--- src/rtl/spi_mem_pkg.sv ---
// Shared command/state types and the frame-width helper for the SPI memory slave.
package spi_mem_pkg;

    typedef enum logic [1:0] {
        WR_ADDR = 2'b00,
        WR_DATA = 2'b01,
        RD_ADDR = 2'b10,
        RD_DATA = 2'b11
    } cmd_e;

    typedef enum logic [2:0] {
        IDLE,
        SHIFT_IN,
        EXEC,
        RD_WAIT,
        SHIFT_OUT,
        DONE
    } state_e;

    // Two command bits followed by a payload wide enough for either an address or a data word.
    function automatic int frame_w(input int addr_w, input int data_w);
        return 2 + ((addr_w > data_w) ? addr_w : data_w);
    endfunction

endpackage

--- src/rtl/spi_mem_array.sv ---
// DEPTH x DATA_W simple dual-port RAM: one write port, one registered read port (1-cycle latency).
module spi_mem_array #(
    parameter int ADDR_W = 8,
    parameter int DATA_W = 8,
    parameter int DEPTH  = 2**ADDR_W
) (
    input  logic              clk,
    input  logic              we,
    input  logic [ADDR_W-1:0] waddr,
    input  logic [DATA_W-1:0] wdata,
    input  logic              re,
    input  logic [ADDR_W-1:0] raddr,
    output logic [DATA_W-1:0] rdata
);

    logic [DATA_W-1:0] mem [DEPTH];

    // NOTE: the array and its read register have no reset so they map onto block RAM;
    // contents are undefined until written.
    always_ff @(posedge clk) begin
        if (we) begin
            mem[waddr] <= wdata;
        end
        if (re) begin
            rdata <= mem[raddr];
        end
    end

endmodule

--- src/rtl/spi_mem_slave.sv ---
// SPI slave fronting a synchronous word memory: one 2-bit command plus payload per SS_n frame.
// Build option: define SPI_MEM_AUTOINC_EN for post-access address auto-increment.
module spi_mem_slave
    import spi_mem_pkg::*;
#(
    parameter int ADDR_W = 8,
    parameter int DATA_W = 8
) (
    input  logic clk,
    input  logic rst,
    input  logic SS_n,
    input  logic MOSI,
    output logic MISO,
    output logic busy,
    output logic abort
);

    localparam int DEPTH   = 2**ADDR_W;
    localparam int PAY_W   = (ADDR_W > DATA_W) ? ADDR_W : DATA_W;
    localparam int FRAME_W = frame_w(ADDR_W, DATA_W);
    localparam int CNT_W   = $clog2(FRAME_W);

`ifdef SPI_MEM_AUTOINC_EN
    localparam bit AUTOINC = 1'b1;
`else
    localparam bit AUTOINC = 1'b0;
`endif

    state_e             state;
    state_e             state_nxt;
    logic [FRAME_W-1:0] sh_in;
    logic [DATA_W-1:0]  sh_out;
    logic [CNT_W-1:0]   cnt;
    logic [ADDR_W-1:0]  wr_addr;
    logic [ADDR_W-1:0]  rd_addr;
    logic               abort_q;

    logic               capture;
    logic               cnt_inc;
    logic               cnt_clr;
    logic               exec;
    logic               load_out;
    logic               shift_out;
    logic               abort_set;
    logic               last_in;
    logic               last_out;

    logic               mem_we;
    logic               mem_re;
    logic [DATA_W-1:0]  mem_rdata;

    cmd_e               cmd;
    logic [PAY_W-1:0]   payload;

    assign cmd      = cmd_e'(sh_in[FRAME_W-1 -: 2]);
    assign payload  = sh_in[PAY_W-1:0];
    assign last_in  = (cnt == CNT_W'(FRAME_W - 1));
    assign last_out = (cnt == CNT_W'(DATA_W - 1));

    assign mem_we = exec && (cmd == WR_DATA);
    assign mem_re = exec && (cmd == RD_DATA);

    assign MISO  = (state == SHIFT_OUT) && sh_out[DATA_W-1];
    assign busy  = (state != IDLE);
    assign abort = abort_q;

    // NOTE: registers use non-blocking assignments so every flop samples pre-edge values;
    // blocking assignments here would create order-dependent simulation races.
    always_ff @(posedge clk or posedge rst) begin
        if (rst) begin
            state <= IDLE;
        end else begin
            state <= state_nxt;
        end
    end

    // NOTE: every signal driven here gets a default first, so no path can infer a latch.
    always_comb begin
        state_nxt = state;
        capture   = 1'b0;
        cnt_inc   = 1'b0;
        cnt_clr   = 1'b0;
        exec      = 1'b0;
        load_out  = 1'b0;
        shift_out = 1'b0;
        abort_set = 1'b0;

        unique case (state)
            IDLE: begin
                if (!SS_n) begin
                    capture   = 1'b1;
                    cnt_inc   = 1'b1;
                    state_nxt = SHIFT_IN;
                end
            end
            SHIFT_IN: begin
                if (SS_n) begin
                    abort_set = 1'b1;
                    cnt_clr   = 1'b1;
                    state_nxt = IDLE;
                end else begin
                    capture = 1'b1;
                    cnt_inc = 1'b1;
                    if (last_in) begin
                        cnt_clr   = 1'b1;
                        state_nxt = EXEC;
                    end
                end
            end
            EXEC: begin
                // A completed frame executes even if SS_n has already risen.
                exec = 1'b1;
                if (SS_n) begin
                    state_nxt = IDLE;
                end else if (cmd == RD_DATA) begin
                    state_nxt = RD_WAIT;
                end else begin
                    state_nxt = DONE;
                end
            end
            RD_WAIT: begin
                if (SS_n) begin
                    abort_set = 1'b1;
                    state_nxt = IDLE;
                end else begin
                    load_out  = 1'b1;
                    state_nxt = SHIFT_OUT;
                end
            end
            SHIFT_OUT: begin
                if (SS_n) begin
                    abort_set = 1'b1;
                    cnt_clr   = 1'b1;
                    state_nxt = IDLE;
                end else begin
                    shift_out = 1'b1;
                    cnt_inc   = 1'b1;
                    if (last_out) begin
                        cnt_clr   = 1'b1;
                        state_nxt = DONE;
                    end
                end
            end
            DONE: begin
                if (SS_n) begin
                    state_nxt = IDLE;
                end
            end
            default: begin
                state_nxt = IDLE;
            end
        endcase
    end

    always_ff @(posedge clk or posedge rst) begin
        if (rst) begin
            sh_in   <= '0;
            sh_out  <= '0;
            cnt     <= '0;
            wr_addr <= '0;
            rd_addr <= '0;
            abort_q <= 1'b0;
        end else begin
            abort_q <= abort_set;

            if (cnt_clr) begin
                cnt <= '0;
            end else if (cnt_inc) begin
                cnt <= cnt + CNT_W'(1);
            end

            if (capture) begin
                sh_in <= {sh_in[FRAME_W-2:0], MOSI};
            end

            if (load_out) begin
                sh_out <= mem_rdata;
            end else if (shift_out) begin
                sh_out <= {sh_out[DATA_W-2:0], 1'b0};
            end

            // Address increments wrap naturally at DEPTH through the ADDR_W-bit width.
            if (exec) begin
                unique case (cmd)
                    WR_ADDR: wr_addr <= payload[ADDR_W-1:0];
                    WR_DATA: if (AUTOINC) wr_addr <= wr_addr + ADDR_W'(1);
                    RD_ADDR: rd_addr <= payload[ADDR_W-1:0];
                    RD_DATA: if (AUTOINC) rd_addr <= rd_addr + ADDR_W'(1);
                    default: ;
                endcase
            end
        end
    end

    spi_mem_array #(
        .ADDR_W (ADDR_W),
        .DATA_W (DATA_W),
        .DEPTH  (DEPTH)
    ) u_array (
        .clk   (clk),
        .we    (mem_we),
        .waddr (wr_addr),
        .wdata (payload[DATA_W-1:0]),
        .re    (mem_re),
        .raddr (rd_addr),
        .rdata (mem_rdata)
    );

endmodule

--- config.mk ---
export PLATFORM = sky130hd
export DESIGN_NAME = spi_mem_slave
export DESIGN_NICKNAME = d
export VERILOG_FILES = /design/src/rtl/spi_mem_pkg.sv /design/src/rtl/spi_mem_array.sv /design/src/rtl/spi_mem_slave.sv
export SDC_FILE = /design/constraint.sdc
export NUM_CORES = 2
export LEC_CHECK = 0
export CORE_AREA = 3 3 373 375
export CTS_CLUSTER_SIZE = 14
export DETAILED_ROUTE_END_ITERATION = 8
export DIE_AREA = 0 0 376 378
export GPL_TIMING_DRIVEN = 0
export PLACE_DENSITY_LB_ADDON = 0.08
export SETUP_SLACK_MARGIN = 0.3
export SLEW_MARGIN = 20
export SYNTH_ARGS = -nofsm -noshare
export SYNTH_HDL_FRONTEND = slang
export SYNTH_HIERARCHICAL = 1
export SYNTH_SLANG_ARGS = --single-unit
--- constraint.sdc ---
create_clock -name clk -period 5.2 [get_ports clk]
set_input_delay 0.78 -clock clk [delete_from_list [all_inputs] [get_ports clk]]
set_output_delay 0.78 -clock clk [all_outputs]
set_load 0.03 [all_outputs]
==> results by group <==
Setup path
  – CP max-delay cell: nor2_1
  – Crit Reg-Reg Endpoint: u_array/rdata[7]
  – Critical path, cell by cell: buf_2 -> buf_2 -> nor2_1 -> clkbuf_1 -> a21oi_1 -> a21oi_1 -> nor3_1 -> nor4_1
  – Crit path kind: reg -> reg
  – WP depth: 8
  – Worst r2r src: rd_addr[2]
  – R2r setup slk: about 0.20 ns
  – CP max stage delay: a little under 0.9 ns
  – Crit end category: flop
  – WP data required: between 5 and 6 ns
  – Worst Path Max Fanout: 10
  – Buf/Inv on CP: 3
  – Crit path DAT: 5.54 ns
  – Worst Setup SP: rd_addr[2]
  – CP startpoint kind: flop
  – Crit path max-delay family: simple AND/OR/NAND/NOR gates
  – Reg2Reg Depth: 8
  – Crit path capture: u_array/rdata[7]

Route
  – DRT Wirelength: 237 mm
  – Drt pass-1 iters: 6
  – Uppermost layer routed: met5
  – Met1 Wirelength: ~86 mm
  – WL per Instance: between 30 and 40 um
  – Via count: between 40000 and 50000
  – Final ANT Viol Nets: 0
  – Metal3 WL: 32.6 mm
  – DR WL met2: ~110 mm
  – DRC errors left: 0
  – Initial drt markers: roughly 6500
  – Vias per cell: between 7 and 8

Run
  – Max Cap Viol: 0

Place
  – Post-DP HPWL: roughly 160 mm
  – DP Cell Count: between 5000 and 6000
  – Port bufs: 6
  – RePlAce Congestion: 0.984

Global routing
  – Gr usage total: between 30% and 40%
  – Vias in the first global route: between 40000 and 50000
  – Initial antenna violation count: 7
  – Largest net degree at the start of global routing: 80
  – Grt total ovfl: 0
  – First-pass GRT wire length: around 330 mm

Clock network
  – Clk slew on worst S/H paths: approximately 0.060 ns
  – Total of cells resized after clock tree synthesis: 0
  – Setup bufs post-CTS: 0
  – Maximum clock insertion buffer count: 3
  – H-tree Lvls: 4
  – CTS tree: yes
  – CTS Hold Bufs: 0
  – CTS buffer count: ~200
  – Worst-Skew Late Latency: around 0.84 ns
  – CTS root buf: clkbuf_16
  – Clk sinks: 2098

Yosys
  – Gate count after technology mapping: slightly below 4000
  – Yosys top cell by area: edfxtp_1
  – Post-synth EDFFs: around 2000
  – Yosys warning total: 6
  – Asr flop ratio synth: under 10%
  – Most common library cells after synthesis: edfxtp_1, mux4_2, nor2_1, mux2i_1, a22oi_1
  – Number of distinct library cells after synthesis: 67
  – Avg Cell Area, Syn: around 21 um2
  – Synth area leaders: edfxtp_1, mux4_2, mux2i_1
  – Yosys top cell area share: about three quarters
  – Syn Std Cell Area: 0.0816 mm2
  – Post-Syn Nets: 3894
  – Synthesized flop and latch total: around 2100
  – Cell with the most instances after synthesis: edfxtp_1
  – Ys flop type: edfxtp_1
  – Sequential area share after synthesis: 77.0%

Pwr
  – Leakage: between 0.02 and 0.03 uW
  – Seq pwr share: 52.3%
  – Combinational power share: 11.7%
  – Clock share of power: a little over a third
  – Psw: approximately 9900 uW
  – Internal Power: between 20000 and 30000 uW
  – Cell area power density: between 400 and 500 mW/mm2
  – Switch share: 24.9%
  – Maximum VDD drop: ~0.44 mV
  – Total power: between 30000 and 40000 uW

Floorplan
  – Number of primary I/O pins: 7
  – Core area: around 0.14 mm2
  – Die Footprint: around 0.14 mm2
  – # rows: approximately 140
  – Initial Util: roughly three fifths
  – Chip Height: 378 um
  – Die Wd: around 380 um

Layout
  – Layout cell share with drive strength beyond 1: 22.9%
  – Area delta synth->final: 12.1%
  – Fin cells: ~6100
  – Final core occ: about two thirds
  – Final nets: between 4000 and 5000

STA
  – RSZ-0062 raised after global routing: no
  – Fin crit period: 5.00 ns
  – Finish-stage setup viols: 0
  – F_max: 200 MHz
  – Slew Viols, Final: 0
  – Hold Vio Cnt, Final: 0
  – Worst Tran Pin Value: 1.26 ns
  – Period utilization: between 90% and 100%
  – Worst rel slew slack: 16.0%
  – Fin Clk Skew: approximately 0.027 ns

Min path
  – HP Class: in -> async

Outcome
  – Run status: completed
## layout by cell type, fill, tap and decap left out, types with 28 or more instances in the layout
cell type and n:
dfrtp_1 34, nor2b_1 34, clkbuf_16 203, edfxtp_1 2056, a22oi_1 134, buf_4 31
nor2_1 287, nand2_1 44, buf_2 44, buf_16 28, nand3_1 37, clkinv_2 39
mux2i_1 142, mux4_2 454, o221ai_1 46, a21oi_1 101, clkbuf_2 28, clkinv_1 38
clkbuf_1 133, o22ai_1 28
## logic make-up (layout without fill, tap and decap cells)
kind of cell	count (synthesis)	after routing	synth area share, %
buf+inv	247	667	1.86
compound gates	409	409	3.51
fa+ha+maj	2	2	0.0307
mux	624	624	14.7
xor+xnor	2	2	0.0215
simple gates	506	506	2.85
other cells	0	7	0
flops	2098	2098	77.0
## registers in the layout (all words and copies together), names as in the netlist
name           count
state              3
cnt                4
u_array/mem     2048
sh_in             10
abort              1
wr_addr            8
rd_addr            8
u_array/rdata      8
sh_out             8
## worst min path at each step
stage                     start   endpoint  depth (start not counted)
5_1_grt                     rst   sh_in[0]                          2
2_1_floorplan  u_array/rdata[0]  sh_out[0]                          2
4_1_cts                     rst   state[0]                          2
3_3_place_gp   u_array/rdata[2]  sh_out[2]                          2
6_report                    rst   state[2]                          2
3_5_place_dp   u_array/rdata[3]  sh_out[3]                          2
## cell type report
class / instances / area (um2)
clock buffer: 261 / 5400
clock inverter: 109 / 1050
sequential: 2098 / 62800
multi-input combinational: 1543 / 17300
fill: 8604 / 44200
tap: 1781 / 2230
buffer: 240 / 1540
inverter: 7 / 26.3
timing repair buffer: 50 / 1110
antenna: 7 / 17.5
## power by group through the flow
stage | clock (uW) | sequential, uW | combinational [uW]
after floorplan | 0 | 22100 | 1520
after global placement | 0 | 23100 | 2490
after detailed placement | 0 | 21200 | 4540
after CTS | 14500 | 20800 | 4550
after global routing | 15100 | 20800 | 4820
final | 14300 | 20800 | 4640
## routing by layer
metal,track usage [%],up-vias
li1,-,16800
met1,47.7,22800
met2,49.4,2992
met3,10.5,497
met4,15.1,2
met5,0,-
## metrics by stage
stage	hold slack (ns)	area [um2]	setup TNS, ns	setup WS [ns]
final	0.285	91500	0	0.199
after global placement	0.442	83800	-5101.98	-2.95
after global routing	0.295	91500	0	0.437
after floorplan	0.426	81600	0	1.17
after CTS	0.248	91400	0	0.601
after detailed placement	0.446	85000	0	0.616
No activity file was read; power rests on OpenSTA's default activity.
